### src/rtl/mem_access_req.sv
// mem_access_req: MEM-stage data-memory request unit driving an SRAM-like req/addr_ok/data_ok port.
//   EX side  : ex_valid/ex_ready handshake, ex_is_store, ex_sz, ex_addr, ex_wdata, flush
//   SRAM side: data_sram_req/wr/size/addr/wstrb/wdata out; addr_ok, data_ok, rdata in
//   WB side  : wb_valid/wb_ready handshake, wb_rdata (right-aligned), wb_sz, wb_ale, wb_badv
module mem_access_req #(
    parameter int ADDR_W    = 32,
    parameter bit ALE_CHECK = 1'b1
) (
    input  logic              clk,
    input  logic              resetn,
    input  logic              ex_valid,
    output logic              ex_ready,
    input  logic              ex_is_store,
    input  logic [1:0]        ex_sz,
    input  logic [ADDR_W-1:0] ex_addr,
    input  logic [31:0]       ex_wdata,
    input  logic              flush,
    output logic              data_sram_req,
    output logic              data_sram_wr,
    output logic [1:0]        data_sram_size,
    output logic [ADDR_W-1:0] data_sram_addr,
    output logic [3:0]        data_sram_wstrb,
    output logic [31:0]       data_sram_wdata,
    input  logic              data_sram_addr_ok,
    input  logic              data_sram_data_ok,
    input  logic [31:0]       data_sram_rdata,
    output logic              wb_valid,
    input  logic              wb_ready,
    output logic [31:0]       wb_rdata,
    output logic [1:0]        wb_sz,
    output logic              wb_ale,
    output logic [ADDR_W-1:0] wb_badv
);
    typedef enum logic [2:0] {IDLE, ADDR, DATA, DONE, DROP} state_t;
    state_t state, state_nx;
    logic              is_store, ale, flushed, accept, mis, cap;
    logic [1:0]        sz, lo;
    logic [ADDR_W-1:0] addr, a_eff;
    logic [3:0]        wstrb;
    logic [31:0]       wdata, rdata_q;

    assign accept = ex_valid & ex_ready & ~flush;
    assign mis    = (ex_sz == 2'b01 & ex_addr[0]) | (ex_sz == 2'b10 & ex_addr[1:0] != 2'b00);
    // Low address bits aligned to the access size; used when misalignment is not trapped.
    assign lo     = ex_sz == 2'b00 ? ex_addr[1:0] : ex_sz == 2'b01 ? {ex_addr[1], 1'b0} : 2'b00;
    // A trapped misaligned op keeps its raw address so it can be reported as badv.
    assign a_eff  = (ALE_CHECK && mis) ? ex_addr : {ex_addr[ADDR_W-1:2], lo};
    // Data is captured on every path that lands in DONE from the memory side.
    assign cap    = state_nx == DONE && (state == ADDR || state == DATA);

    always_comb begin
        state_nx = state;
        case (state)
            IDLE: if (accept) state_nx = (ALE_CHECK && mis) ? DONE : ADDR;
            // A flush while req is held cannot retract the request; the response is swallowed instead.
            ADDR: if (data_sram_addr_ok) state_nx = (flush | flushed) ? (data_sram_data_ok ? IDLE : DROP)
                                                                     : (data_sram_data_ok ? DONE : DATA);
            DATA: state_nx = flush ? (data_sram_data_ok ? IDLE : DROP) : (data_sram_data_ok ? DONE : DATA);
            DROP: if (data_sram_data_ok) state_nx = IDLE;
            DONE: if (flush | wb_ready) state_nx = IDLE;
            default: state_nx = IDLE;
        endcase
    end

    always_ff @(posedge clk or negedge resetn) begin
        if (!resetn) state <= IDLE;
        else         state <= state_nx;
    end

    always_ff @(posedge clk or negedge resetn) begin
        if (!resetn) begin
            is_store <= 1'b0;
            sz       <= 2'b00;
            addr     <= '0;
            wstrb    <= 4'b0000;
            wdata    <= 32'd0;
            ale      <= 1'b0;
            flushed  <= 1'b0;
            rdata_q  <= 32'd0;
        end else begin
            if (accept) begin
                is_store <= ex_is_store;
                sz       <= ex_sz;
                addr     <= a_eff;
                wstrb    <= !ex_is_store ? 4'b0000 : ex_sz == 2'b00 ? 4'b0001 << lo
                          : ex_sz == 2'b01 ? 4'b0011 << {lo[1], 1'b0} : 4'b1111;
                wdata    <= ex_sz == 2'b00 ? {4{ex_wdata[7:0]}} : ex_sz == 2'b01 ? {2{ex_wdata[15:0]}} : ex_wdata;
                ale      <= ALE_CHECK && mis;
                flushed  <= 1'b0;
                rdata_q  <= 32'd0;
            end else if (state == ADDR && flush) begin
                flushed  <= 1'b1;
            end
            if (cap) rdata_q <= is_store ? 32'd0 : data_sram_rdata >> {addr[1:0], 3'b000};
        end
    end

    assign ex_ready        = state == IDLE;
    assign data_sram_req   = state == ADDR;
    assign data_sram_wr    = is_store;
    assign data_sram_size  = sz;
    assign data_sram_addr  = addr;
    assign data_sram_wstrb = wstrb;
    assign data_sram_wdata = wdata;
    assign wb_valid        = state == DONE;
    assign wb_rdata        = rdata_q;
    assign wb_sz           = sz;
    assign wb_ale          = ale & (state == DONE);
    assign wb_badv         = addr;
endmodule

### config.mk
export PLATFORM = sky130hd
export DESIGN_NAME = mem_access_req
export DESIGN_NICKNAME = d
export VERILOG_FILES = /design/src/rtl/mem_access_req.sv
export SDC_FILE = /design/constraint.sdc
export NUM_CORES = 1
export LEC_CHECK = 0
export CAP_MARGIN = 20
export CORE_ASPECT_RATIO = 1.25
export CORE_MARGIN = 2
export CORE_UTILIZATION = 38
export DETAILED_ROUTE_END_ITERATION = 10
export HOLD_SLACK_MARGIN = 0.05
export PLACE_DENSITY = 0.87
export SYNTH_ARGS = -nofsm -noshare
export SYNTH_HDL_FRONTEND = slang
export SYNTH_SLANG_ARGS = --single-unit
### constraint.sdc
create_clock -name clk -period 1.7 [get_ports clk]
set_clock_uncertainty 0.05 [all_clocks]
set_input_delay 0.51 -clock clk [delete_from_list [all_inputs] [get_ports clk]]
set_output_delay 0.51 -clock clk [all_outputs]
set_load 0.01 [all_outputs]
# == Word level (Yosys, flattened, before mapping) ==
# Cells that the tools add are included.
# op_classes
n_eq_ne,7
shifts,3
n_mux,23
bitwise,9
n_reduce_logical,8
# ops
cell,count
$mux W32,5
$shr A32 B5 Y32,1
$mux W3,7
$pmux W3 S5,1
$mux W4,3
$eq A3 B2 Y1 const B,3
$mux W2,4
$reduce_bool A2 Y1,3
$and A1 B1 Y1,5
$shl A1 B2 Y4 const A,1
$shl A2 B2 Y4 const A,1
$eq A3 B1 Y1 const B,1
$eq A3 B3 Y1 const B,1
$logic_not A3 Y1,1
$mux W1,3
$or A1 B1 Y1,3
$eq A2 B1 Y1 const B,1
$eq A2 B2 Y1 const B,1
$logic_and A1 B1 Y1,2
$logic_not A2 Y1,1
$logic_or A1 B1 Y1,1
$not A1 Y1,1
# word_totals
reg_bits,108
output_inout_bits,141
wordCells,59

# == Longest topological paths before layout ==
# Gate-level depths: netlist of run 1.
# depth
depth_word,9
ltp_mapped,5
depth_no_buf,3

# == Least setup slack after synthesis of run 1 ==
# No wires, ideal clock.
# synth_timing
kind,register -> output
startpoint,reg state[2]
endpoint,out ex_ready
arrival_time_ns,1.281
required_ns,1.140
setup_slack_ns,-0.141
path_stages_with_launch,5
path_buffers,2
path_cell_list,dfrtp_1 > or3_4 > clkbuf_1 > clkbuf_1 > inv_1
# synth_via
elab_chain_len,1
# synth_lines
item,line_no,text
from (decl),35,"state_t state, state_nx;"
from (signal assigned),67,else state <= state_nx;
$logic_not A3 Y1,98,assign ex_ready = state == IDLE;
to (decl),12,"output logic ex_ready,"
# Every way passes these cells.

# == Worst setup path after layout of run 1 ==
# layout_timing
startpoint,reg state[0]
endpoint,"reg wdata[7], in the netlist data_sram_wdata[7]"
# layout_via
elab_chain_len,3
# layout_lines
item,line_no,text
$logic_not A3 Y1,98,
$and A1 B1 Y1 (2 in a row),42,assign accept = ex_valid & ex_ready & ~flush;
to (signal assigned),87,wdata <= ex_sz == 2'b00 ? {4{ex_wdata[7:0]}} : ex_sz == 2'b01 ? {2{ex_wdata[15:0]}} : ex_wdata;
to (decl),40,"logic [31:0] wdata, rdata_q;"
# Every way passes these cells.
# A chain may end at the register's enable or synchronous reset.

==> results of run 1 <==
-- placed cells by master (no fill, tap or decap), drive strengths merged, types with 5 or more instances in the layout --
master / instances
o22ai: 17
mux2i: 40
o31ai: 5
clkdlybuf4s50: 103
a32o: 7
a2bb2oi: 7
dlygate4sd2: 136
nor2: 6
inv: 13
buf: 93
o32ai: 8
nand2: 13
mux2: 49
dfrtp: 108
o21ai: 79
clkbuf: 14
mux4: 8
-- metrics by stage --
stage	utilization	power, mW	instance area [sq um]
after CTS	0.6255	13.16	8640
final	0.6486	13.56	8960
after global routing	0.6486	14.31	8960
after global placement	0.5952	11.64	8222
after detailed placement	0.5952	11.89	8222
after floorplan	-	8.041	5391
-- registers in the layout, summed over array words and instances, names as in the netlist --
signal / cells
ale: 1
data_sram_wr: 1
data_sram_addr: 32
data_sram_size: 2
wb_rdata: 32
data_sram_wstrb: 4
data_sram_wdata: 32
flushed: 1
state: 3
-- Yosys cell counts, drive strengths merged (2+ instances only) --
| master | number |
|---|---|
| o211a | 2 |
| mux4 | 8 |
| o31ai | 5 |
| dfrtp | 108 |
| a32o | 7 |
| a2bb2oi | 7 |
| inv | 12 |
| mux2i | 40 |
| buf | 49 |
| clkbuf | 21 |
| and3b | 3 |
| o32ai | 8 |
| and2 | 2 |
| nand2 | 13 |
| o22ai | 17 |
| o21ai | 79 |
| mux2 | 49 |
| nor2b | 2 |
| nor2 | 6 |
| a21oi | 3 |
-- power by group --
group	internal [mW]	leakage (nW)	switching, mW
registers	3.67	1.36	0.751
logic	3.76	2.71	3.44
clock network	0.993	0.125	0.942
total	8.42	4.19	5.13
-- per-layer routing --
layer / track usage / wire, um / vias to the layer above
li1: - / - / 2199
met1: 0.2823 / 7017 / 2472
met2: 0.4230 / 9954 / 260
met3: 0.05286 / 1420 / 42
met4: 0.1194 / 687 / 2
met5: 0 / 16 / -
-- logic make-up after synthesis --
logic type / after synthesis
multiplexers: 97
AND/OR/NAND/NOR: 34
flip-flops: 108
XOR/XNOR: 1
AO/OA/AOI/OAI: 134
buffers and inverters: 82
-- critical path, delay by kind of cell, from the launching register on --
| family | cells | cell delay (ps) |
|---|---|---|
| flops | 1 | 430 |
| buf+inv | 2 | 330 |
| mux | 1 | 290 |
| simple gates | 2 | 690 |
-- layout make-up --
class	instances	area share
Clock buffer	10	0.02556
Clock inverter	5	0.004189
Inverter	12	0.005027
Multi-Input combinational cell	266	0.2818
Sequential cell	108	0.3019
Tap cell	175	0.02444
Timing Repair Buffer	337	0.3571
-- how the worst max path moves through the flow --
| stage | from | to | slack [ps] | cells after the start |
|---|---|---|---|---|
| after global routing | state[0]$_DFF_PN0_ | data_sram_addr[27]$_DFFE_PN0P_ | -250 | 6 |
| after global placement | flush | wb_rdata[22]$_DFFE_PN0P_ | -480 | 5 |
| after floorplan | state[1]$_DFF_PN0_ | data_sram_wdata[0]$_DFFE_PN0P_ | -70 | 5 |
| final | state[0]$_DFF_PN0_ | data_sram_wdata[7]$_DFFE_PN0P_ | -220 | 5 |
| after CTS | state[0]$_DFF_PN0_ | ex_ready | -230 | 3 |
| after detailed placement | flush | wb_rdata[22]$_DFFE_PN0P_ | -560 | 5 |
-- timing repair --
| action | in CTS | in global routing |
|---|---|---|
| pin swaps | 10 | 8 |
| endpoints found under the setup margin | 245 | 109 |
| buffers inserted | 12 | 4 |
| cloned | 3 | 4 |
| resized for setup | 218 | 46 |
==> metrics.md, run 1 <==
| Metric | Value |
|---|---|
| Transition time of the tightest slew-check pin | `677.1 ps` |
| GR Overflow Total | `0` |
| Xor and xnor area share after synthesis | `0.001634` |
| Number of library cell types mapped by synthesis | `42` |
| Post-Layout Cell Count | `913` |
| Clock tree from TritonCTS | `done` |
| Initial detailed-routing violation count | `276` |
| Clock transition at the registers of the reported paths | `70 ps` |
| Final-layout setup total negative slack | `-16,890 ps` |
| Setup repair after global routing missed its margin | `yes` |
| Seq cells post-synth | `108` |
| Max_slew headroom | `0.5438` |
| Standard-cell rows | `48` |
| Setup Viol. Count Final | `107` |
| F_max | `520.6 MHz` |
| Remaining design rule violation count | `0` |
| Total number of clock tree sinks | `108` |
| Mux share of post-synthesis cell area | `0.2168` |
| Worst min-delay path class | `primary input to async pin` |
| Share of post-route cells with drive strength above 1 | `0.2981` |
| Outcome | `finished, violations left` |
| Detailed placement HPWL | `13,260 um` |
| Gr usage total | `0.2441` |
| Post-DR vias/cell | `5.449` |
| Reg2Reg Launch Point | `state[0]$_DFF_PN0_` |
| # Max-Cap Violations | `0` |
| Post-synth net total | `562` |
| Core outline area | `13,810 sq um` |
| Library cell contributing the largest single delay on the critical path | `dfrtp_1` |
| Placed Cells | `878` |
| Mean post-synth cell area | `11.76 sq um` |
| Post-synth top area cell | `dfrtp_1` |
| Share of the synthesized area in the top cell type | `0.5041` |
| Placer congestion estimate | `0.9222` |
| Layout overhead on the synthesized area | `67.12%` |
| Setup slack of the critical path after layout | `-220.7 ps` |
| Number of antenna violations at the first check in global routing | `1` |
| Cts bufs inserted | `9` |
| Synthesized cell area | `5361 sq um` |
| I/O pin count | `247` |
| Fraction of the yosys area taken by sequential cells | `0.5041` |
| Fin crit period | `1921 ps` |
| Number of iterations in the first detailed-routing pass | `5` |
| Vert. Die Dim | `136.8 um` |
| Worst-path cell chain | `or3_4, buf_4, or2_4, buf_12, mux2_4` |
| Synth warnings | `0` |
| Number of fill cells | `1,087` |
| Latest clock arrival within the worst-skew pair | `340 ps` |
| Wire length of the first global-routing pass | `27,930 um` |
| Arrival time worst endpoint | `2100 ps` |
| Post-synthesis share of cell area spent on full adders, half adders and majority gates | `0` |
| Starting density of the core | `0.3881` |
| Final period util | `1.130` |
| Quantity of hold-fixing buffers added after cts | `0` |
| Synth Area in Simple Gates | `0.03454` |
| Dominant combinational cell family by area after synthesis | `multiplexers` |
| Maximum root-to-sink buffer count | `2` |
| FF+latch area | `2705 sq um` |
| Setup Slack @ Placement | `-563.4 ps` |
| Final hold violation count | `0` |
| CTS H-Tree Depth | `3` |
| EDFF count, synth | `0` |
| Crit Path Class | `flop to flop` |
| Post-synthesis async set-or-reset flop share | `1.000` |
| Largest fanout on the critical path | `11` |
| Synth Flop Type | `dfrtp_1` |
| Vias in the first global route | `5,198` |
| Final layout net count | `840` |
| Via total after detailed routing | `4,975` |
| Number of cell instances on the worst register-to-register path | `5` |
| Chip Width | `110.2 um` |
| Worst supply voltage drop on vdd | `0.0007988 V` |
| Failing checks | `setup timing` |
| Pin count of the biggest net entering global routing | `109` |
| Total power density per cell area | `1513 nW/um^2` |
| Stage delay of the slowest cell on the critical path | `430 ps` |
| Count of antenna diodes in the layout | `0` |
| Number of instances in the synthesized netlist | `456` |
| Area used by multi-input combinational logic | `2525 sq um` |
| Slack of the worst reg-to-reg path | `-220 ps` |
| Required arrival time at the worst endpoint | `1880 ps` |
| Die area | `15,080 sq um` |
| Static leakage power | `4.191 nW` |
| Sort of element at the start of the critical path | `flop` |
| Area fraction in compound gates after synthesis | `0.1536` |
| Hold_ws | `181.6 ps` |
| # port buffers | `246` |
| Number of routed nets with antenna violations | `0` |
| Average routed wire per standard cell | `20.92 um` |
| Slew Viols, Final | `0` |
| Cell types with the largest area share after synthesis | `dfrtp_1 (50%), mux2_2 (8.6%), mux2i_1 (7.5%), o21ai_0 (6.8%), buf_4 (4.9%)` |
| Root cell of the clock tree | `clkbuf_16` |
| Reg-to-Reg End | `data_sram_wdata[7]$_DFFE_PN0P_` |
| Detailed Route WL | `19,100 um` |
| Endpoint class of the critical path | `flop` |
No activity file was read; power rests on OpenSTA's default activity.
==> inputs of run 2 (changes only) <==
- ABC_CLOCK_PERIOD_IN_PS: not set -> 1700
==> results of run 2 <==
Same layout as run 1: the final DEF is identical, and so are final timing and power.
